$ cat src/rtl/button_conditioner_pkg.sv
// rtl/button_conditioner_pkg.sv - shared state encoding and default timing constants for button_conditioner
package button_conditioner_pkg;

    typedef enum logic [2:0] {
        ST_RELEASED    = 3'd0,
        ST_DEB_PRESS   = 3'd1,
        ST_HELD        = 3'd2,
        ST_REPEAT      = 3'd3,
        ST_DEB_RELEASE = 3'd4
    } state_t;

    localparam int DEF_DEBOUNCE_CYCLES      = 500000;
    localparam int DEF_REPEAT_DELAY_CYCLES  = 25000000;
    localparam int DEF_REPEAT_PERIOD_CYCLES = 5000000;
    localparam int DEF_ACTIVE_LOW           = 1;

    function automatic int max3(input int a, input int b, input int c);
        int m;
        m = (a > b) ? a : b;
        return (m > c) ? m : c;
    endfunction

endpackage

$ cat src/rtl/sync_2ff.sv
// rtl/sync_2ff.sv - two-flop synchronizer with a configurable reset level
module sync_2ff #(
    parameter logic RESET_VALUE = 1'b0
) (
    input  logic i_clk,
    input  logic i_rst,
    input  logic i_d,
    output logic o_q
);

    logic meta;

    always_ff @(posedge i_clk) begin
        if (i_rst) begin
            meta <= RESET_VALUE;
            o_q  <= RESET_VALUE;
        end else begin
            meta <= i_d;
            o_q  <= meta;
        end
    end

endmodule

$ cat src/rtl/button_conditioner.sv
// rtl/button_conditioner.sv - debounced push-button with press/release/auto-repeat pulses
module button_conditioner
    import button_conditioner_pkg::*;
#(
    parameter int DEBOUNCE_CYCLES      = DEF_DEBOUNCE_CYCLES,
    parameter int REPEAT_DELAY_CYCLES  = DEF_REPEAT_DELAY_CYCLES,
    parameter int REPEAT_PERIOD_CYCLES = DEF_REPEAT_PERIOD_CYCLES,
    parameter int ACTIVE_LOW           = DEF_ACTIVE_LOW
) (
    input  logic i_clk,
    input  logic i_rst,
    input  logic i_button,
    output logic o_level,
    output logic o_pressPulse,
    output logic o_releasePulse,
    output logic o_repeatPulse,
    output logic o_countUp
);

    localparam int   CNT_MAX      = max3(DEBOUNCE_CYCLES, REPEAT_DELAY_CYCLES, REPEAT_PERIOD_CYCLES);
    localparam int   CNT_W        = $clog2(CNT_MAX);
    localparam logic RAW_RELEASED = (ACTIVE_LOW != 0);

    localparam logic [CNT_W-1:0] DEB_LAST    = CNT_W'(DEBOUNCE_CYCLES - 1);
    localparam logic [CNT_W-1:0] DELAY_LAST  = CNT_W'(REPEAT_DELAY_CYCLES - 1);
    localparam logic [CNT_W-1:0] PERIOD_LAST = CNT_W'(REPEAT_PERIOD_CYCLES - 1);

    logic             sync_q;
    logic             pressed;
    state_t           state, state_nxt;
    logic [CNT_W-1:0] cnt, cnt_nxt;
    logic             press_nxt, release_nxt, repeat_nxt, level_nxt;

    sync_2ff #(
        .RESET_VALUE(RAW_RELEASED)
    ) u_sync (
        .i_clk(i_clk),
        .i_rst(i_rst),
        .i_d  (i_button),
        .o_q  (sync_q)
    );

    assign pressed = sync_q ^ RAW_RELEASED;

    // Every counting state leaves at its terminal value, so cnt + 1 never wraps.
    always_comb begin
        state_nxt   = state;
        cnt_nxt     = cnt + 1'b1;
        press_nxt   = 1'b0;
        release_nxt = 1'b0;
        repeat_nxt  = 1'b0;
        case (state)
            ST_RELEASED: begin
                cnt_nxt = '0;
                if (pressed) state_nxt = ST_DEB_PRESS;
            end
            ST_DEB_PRESS: begin
                if (!pressed) begin
                    state_nxt = ST_RELEASED;
                    cnt_nxt   = '0;
                end else if (cnt == DEB_LAST) begin
                    state_nxt = ST_HELD;
                    cnt_nxt   = '0;
                    press_nxt = 1'b1;
                end
            end
            ST_HELD: begin
                if (!pressed) begin
                    state_nxt = ST_DEB_RELEASE;
                    cnt_nxt   = '0;
                end else if (cnt == DELAY_LAST) begin
                    state_nxt  = ST_REPEAT;
                    cnt_nxt    = '0;
                    repeat_nxt = 1'b1;
                end
            end
            ST_REPEAT: begin
                if (!pressed) begin
                    state_nxt = ST_DEB_RELEASE;
                    cnt_nxt   = '0;
                end else if (cnt == PERIOD_LAST) begin
                    cnt_nxt    = '0;
                    repeat_nxt = 1'b1;
                end
            end
            ST_DEB_RELEASE: begin
                // A bounce back to pressed restarts the repeat delay without a new press pulse.
                if (pressed) begin
                    state_nxt = ST_HELD;
                    cnt_nxt   = '0;
                end else if (cnt == DEB_LAST) begin
                    state_nxt   = ST_RELEASED;
                    cnt_nxt     = '0;
                    release_nxt = 1'b1;
                end
            end
            default: begin
                state_nxt = ST_RELEASED;
                cnt_nxt   = '0;
            end
        endcase
        level_nxt = (state_nxt == ST_HELD) || (state_nxt == ST_REPEAT) ||
                    (state_nxt == ST_DEB_RELEASE);
    end

    always_ff @(posedge i_clk) begin
        if (i_rst) begin
            state          <= ST_RELEASED;
            cnt            <= '0;
            o_level        <= 1'b0;
            o_pressPulse   <= 1'b0;
            o_releasePulse <= 1'b0;
            o_repeatPulse  <= 1'b0;
            o_countUp      <= 1'b0;
        end else begin
            state          <= state_nxt;
            cnt            <= cnt_nxt;
            o_level        <= level_nxt;
            o_pressPulse   <= press_nxt;
            o_releasePulse <= release_nxt;
            o_repeatPulse  <= repeat_nxt;
            o_countUp      <= press_nxt | repeat_nxt;
        end
    end

endmodule
$ cat config.mk
export PLATFORM = sky130hd
export DESIGN_NAME = button_conditioner
export DESIGN_NICKNAME = d
export VERILOG_FILES = /design/src/rtl/button_conditioner_pkg.sv /design/src/rtl/sync_2ff.sv /design/src/rtl/button_conditioner.sv
export SDC_FILE = /design/constraint.sdc
export NUM_CORES = 1
export LEC_CHECK = 0
export BUFFER_PORTS_ARGS = -buffer_cell sky130_fd_sc_hd__buf_2
export CAP_MARGIN = 20
export CORE_MARGIN = 3
export CORE_UTILIZATION = 25
export CTS_CLUSTER_DIAMETER = 200
export DETAILED_ROUTE_END_ITERATION = 6
export PLACE_DENSITY_LB_ADDON = 0.2
export SLEW_MARGIN = 40
export SYNTH_ARGS = -nofsm -noshare
export SYNTH_HDL_FRONTEND = slang
export SYNTH_SLANG_ARGS = --single-unit
$ cat constraint.sdc
create_clock -name i_clk -period 2.2 [get_ports i_clk]
set_clock_uncertainty 0.05 [all_clocks]
set_input_delay 0.11 -clock i_clk [delete_from_list [all_inputs] [get_ports i_clk]]
set_output_delay 0.11 -clock i_clk [all_outputs]
set_load 0.005 [all_outputs]
# Word level (Yosys, flattened, before mapping)
# Cells that the tools add are included.
[totals] ff_bits=35 input_bits=3 out_inout_bits=5 elab_cells=52
[classes] n_addsub=1 n_eq_ne=10 muxes=25 n_bitwise=3 n_reduce_logical=4
[op_table] operator="two-way mux 25 bit" n=7
[op_table] operator="one-hot mux 25 bit (4 select lines)" n=1
[op_table] operator="adder 25 x 1 -> 25 bit (second input constant)" n=1
[op_table] operator="== test 25 x 19 -> 1 bit (second input constant)" n=1
[op_table] operator="== test 25 x 23 -> 1 bit (second input constant)" n=1
[op_table] operator="== test 25 bit (second input constant)" n=1
[op_table] operator="two-way mux 3 bit" n=8
[op_table] operator="one-hot mux 3 bit (5 select lines)" n=1
[op_table] operator="== test 3 x 2 -> 1 bit (second input constant)" n=4
[op_table] operator="two-way mux 1 bit" n=7
[op_table] operator="== test 3 bit (second input constant)" n=2
[op_table] operator="== test 3 x 1 -> 1 bit (second input constant)" n=1
[op_table] operator="zero test 3 bit" n=1
[op_table] operator="OR reduction 3 bit" n=1
[op_table] operator="logical OR 1 bit" n=2
[op_table] operator="inverter 1 bit" n=2
[op_table] operator="one-hot mux 1 bit (2 select lines)" n=1
[op_table] operator="bitwise OR 1 bit" n=1

# Logic depth before layout (Yosys ltp)
[logic_depth] word_depth=7 mapped_depth=7 ltp_nobuf=6

# Hierarchy
# A second synthesis with hierarchy kept.
[hier_totals] cells_unflattened=184 hier_area_um2=1747.9
[by_module_without_submodules] mod="button_conditioner" instances=1 cells_each=180 area_per_inst_um2=1695.4
[by_module_without_submodules] mod="sync_2ff" instances=1 cells_each=4 area_per_inst_um2=52.6

# Worst setup path after synthesis
# OpenSTA, ideal clock, no wires.
[synth_path] path_kind="register to register" start="reg cnt[10]" end="reg state[0]" setup_time_ns=0.059 t_arrival_ns=2.170 required_time_ns=2.091 path_slack_ns=-0.079 path_stages_with_launch=6 path_buffers=0 synth_period_minus_slack_ns=2.279 cell_sequence="dfxtp_1 > or4_4 > or4_1 > or4b_1 > a31oi_1 > and2_1"
[synth_via] elab_chain_cells=4
[synth_rtl] element="from (decl)" line="button_conditioner.sv:31" text="logic [CNT_W-1:0] cnt, cnt_nxt;"
[synth_rtl] element="from (signal assigned)" line="button_conditioner.sv:117" text="cnt <= cnt_nxt;"
[synth_rtl] element="== test 25 x 19 -> 1 bit / == test 25 bit (equally long branches)" line="button_conditioner.sv:61, button_conditioner.sv:91, button_conditioner.sv:71"
[synth_rtl] element="two-way mux 3 bit (on tied branches)" line="button_conditioner.sv:91, button_conditioner.sv:61, button_conditioner.sv:71"
[synth_rtl] element="two-way mux 3 bit (on tied branches)" line="button_conditioner.sv:88, button_conditioner.sv:58, button_conditioner.sv:68"
[synth_rtl] element="one-hot mux 3 bit (5 select lines) *" line="button_conditioner.sv:52" text="case (state)"
[synth_rtl] element="to (signal assigned)" line="button_conditioner.sv:116" text="state <= state_nxt;"
[synth_rtl] element="to (decl)" line="button_conditioner.sv:30" text="state_t state, state_nxt;"
# Every way passes the cells marked *; elsewhere a longest branch is shown, timed or not.
# A chain may end at the register's enable or synchronous reset.

# Worst setup path in the final report
# Same ends and word-level chain as after synthesis.

==> impl_metrics.json <==
{
  "crit_path_end_kind": "flop",
  "design_area_sq_um": 2000,
  "cts_max_path_buffers": 2,
  "avgRoutedWirePerCell_um": 12.0,
  "p_leak_nw": 0.699,
  "synthDistinctLibCells": 34,
  "status": "completed",
  "synth_edf_count": 0,
  "cts-root-buf": "clkbuf_8",
  "crit_required_ns": 2.38,
  "netlist_instances": 178,
  "crit_cells": 5,
  "synthFlopType": "dfxtp_1",
  "die_y_um": 85.5,
  "routabilityCongestion": 0.779,
  "drive_gt1_share_pct": 23.2,
  "synth_seq_cells": 35,
  "holdCritStartpoint": "i_rst",
  "cp_slowest_stage_delay_ns": 0.53,
  "yosys.area.top_type": "dfxtp_1",
  "drt-pass1-iter-count": 4,
  "path_cells": "or4_4 > or4_4 > or4b_1 > a31oi_1 > and2_1",
  "hold_viol": 0,
  "worstPathArrival_ns": 2.33,
  "num_antenna_cells": 0,
  "clock_latency_ns": 0.28,
  "timing.fmax_mhz": 465,
  "overflow": 0,
  "hold_class": "primary input to flop",
  "std_cell_rows": 28,
  "worst_pin_slew_ns": 0.507,
  "dr_total_vias": 1305,
  "cts.sinks": 35,
  "ant_nets": 0,
  "cts_tree": "yes",
  "numPlacedInstances": 278,
  "drc": 0,
  "async_flop_share_pct": 0,
  "peakVddDrop_mv": 0.204,
  "netlist.area_leader.share_pct": 44.3,
  "critPathBufInv": 0,
  "min_path_cells": 2,
  "crit-reg2reg-launch": "cnt[10]$_SDFF_PP0_",
  "fin_cells": 286,
  "cts_inserted_buffers": 5,
  "cpMostUsedCell": "or4_4",
  "cts.clk_slew.worst_paths_ns": 0.07,
  "gr-usage-all-layers_pct": 10.0,
  "synth_area_sq_um": 1580,
  "power_density_nw_per_um2": 554,
  "slowest_stage": "or4_4",
  "io_pins": 8,
  "worstReg2RegEnd": "state[0]$_SDFF_PP0_",
  "critical_path_class": "flop to flop",
  "nNetsFinal": 215,
  "core-area_sq_um": 6030,
  "dpl_cell_area_sq_um": 1860,
  "ff2ff_setup_slack_ns": 0.05,
  "die_w_um": 85.5,
  "start_kind": "flop",
  "synth_nets": 182,
  "ys_warn_count": 0,
  "grt_max_degree": 26,
  "max_slew_margin_pct": 65.7,
  "cts_setup_buffers": 0,
  "routed_wl_mm": 3.42,
  "period_share_pct": 97.8,
  "critPathMaxFanout": 2,
  "area_growth_pct": 26.8,
  "dieArea_sq_um": 7310,
  "grt_first_pass_wirelength_mm": 5.78,
  "avgSynthCellArea_sq_um": 8.88,
  "start_util_pct": 26.2,
  "cpLargestDelayFamily": "simple AND/OR/NAND/NOR gates",
  "r2r_cells": 5,
  "dr.first_iter.drc_count": 62,
  "min_to": "state[1]$_SDFF_PP0_",
  "drv_slew": 0,
  "port-buffer-count": 7,
  "cts.htree.levels": 2,
  "antenna_found_initial": 0,
  "yosysSeqAreaShare_pct": 44.3,
  "fillers": 641,
  "synth_area_leaders": "dfxtp_1 44%, xor2_1 10%, nor2_1 6.9%",
  "period_minus_slack_ns": 2.15,
  "grt_pass1_vias": 1194,
  "cap_violations": 0,
  "setup_violations": 0,
  "routed_via_density": 4.56,
  "hpwl_mm": 2.56,
  "rsz0062_at_grt": "true"
}
[final cells by class]
type	instances	area, sq um	area share [%]
Tap cell	75	93.8	4.68
Sequential cell	35	703	35.1
Timing Repair Buffer	29	215	10.7
Inverter	4	15.0	0.749
Clock inverter	1	5.00	0.250
Multi-Input combinational cell	136	890	44.4
Clock buffer	6	82.6	4.12
[per-stage QoR]
step	util (%)	hold WS [ns]	setup WS [ns]	total power, mW	setup TNS (ns)
2_1_floorplan	-	0.129	-0.00304	0.656	-0.0141
3_3_place_gp	30.9	0.244	-0.0440	0.660	-0.730
3_5_place_dp	30.9	0.245	-0.0669	0.661	-1.30
4_1_cts	32.6	0.0260	-0.00372	1.13	-0.00372
5_1_grt	33.3	0.0416	-0.00989	1.15	-0.00989
6_report	33.3	0.0215	0.0477	1.11	0
[power breakdown]
group	total [mW]	switching (mW)	internal [mW]
clock network	0.463	0.218	0.245
registers	0.638	0.00215	0.636
logic	0.00954	0.00414	0.00540
total	1.11	0.224	0.886
[worst register-to-register path: cells and delay by family, from the launching register on]
family | cells | cell delay, ns
compound gates | 1 | 0.16
simple gates | 4 | 1.58
flops | 1 | 0.32
[cell usage in the layout, fill, tap and decap left out, types with 3 or more instances in the layout]
cell type,Yosys,layout
a21oi_1,4,3
and3_1,5,5
buf_2,0,7
buf_4,2,20
clkbuf_8,0,6
dfxtp_1,35,33
inv_1,4,4
nand2_1,10,10
nand2b_1,3,3
nand3_1,10,10
nand4_1,12,12
nor2_1,29,29
nor2b_1,5,5
nor3_1,3,3
or2_2,3,3
or3_1,3,3
xnor2_1,5,5
xor2_1,18,18
[Yosys cell counts, types with 3 or more instances]
cell type and number:
a21oi_1 4, and3_1 5, dfxtp_1 35, inv_1 4, nand2_1 10, nand2b_1 3, nand3_1 10, nand4_1 12
nor2_1 29, nor2b_1 5, nor3_1 3, nor4_1 4, or2_2 3, or3_1 3, xnor2_1 5, xor2_1 18
[worst max-delay path by stage]
| stage | end | slack (ns) | from |
|---|---|---|---|
| 6_report | state[0]$_SDFF_PP0_ | 0.05 | cnt[10]$_SDFF_PP0_ |
| 5_1_grt | state[0]$_SDFF_PP0_ | -0.01 | cnt[10]$_SDFF_PP0_ |
| 4_1_cts | state[0]$_SDFF_PP0_ | -0.004 | cnt[10]$_SDFF_PP0_ |
| 3_5_place_dp | state[0]$_SDFF_PP0_ | -0.07 | cnt[10]$_SDFF_PP0_ |
| 3_3_place_gp | state[0]$_SDFF_PP0_ | -0.04 | cnt[10]$_SDFF_PP0_ |
| 2_1_floorplan | cnt[6]$_SDFF_PP0_ | -0.003 | cnt[10]$_SDFF_PP0_ |
[registers in the layout, summed over array words and instances, names as in the netlist]
name,flops
state,3
o_countUp,1
u_sync.meta,1
cnt,25
u_sync.o_q,1
o_repeatPulse,1
o_releasePulse,1
o_pressPulse,1
o_level,1
[per-layer routing]
metal | vias to the layer above | track usage (%) | share of wire (%)
met1 | 600 | 13.6 | 51
met4 | 0 | 3.88 | 1.5
li1 | 687 | - | -
met3 | 4 | 2.59 | 2.2
met5 | - | 0 | 0
met2 | 14 | 15.2 | 46
[cell families after synthesis]
kind of cell	count (synthesis)	synth area share (%)
and+or+nand+nor	102	35.6
DFF	35	44.3
xor gates and xnor gates	23	12.7
AOI/OAI and AO/OA	10	4.43
buffers and inverters	7	2.14
adders and majority gates	1	0.792
[repair_timing]
item | CTS | global route
gates resized for setup | 1 | 6
hold endpoints to repair | 1 | 0
endpoints found under the setup margin | 26 | 29
pin swaps | 3 | 4
hold buffers | 1 | 0
No activity file was read; power rests on OpenSTA's default activity.
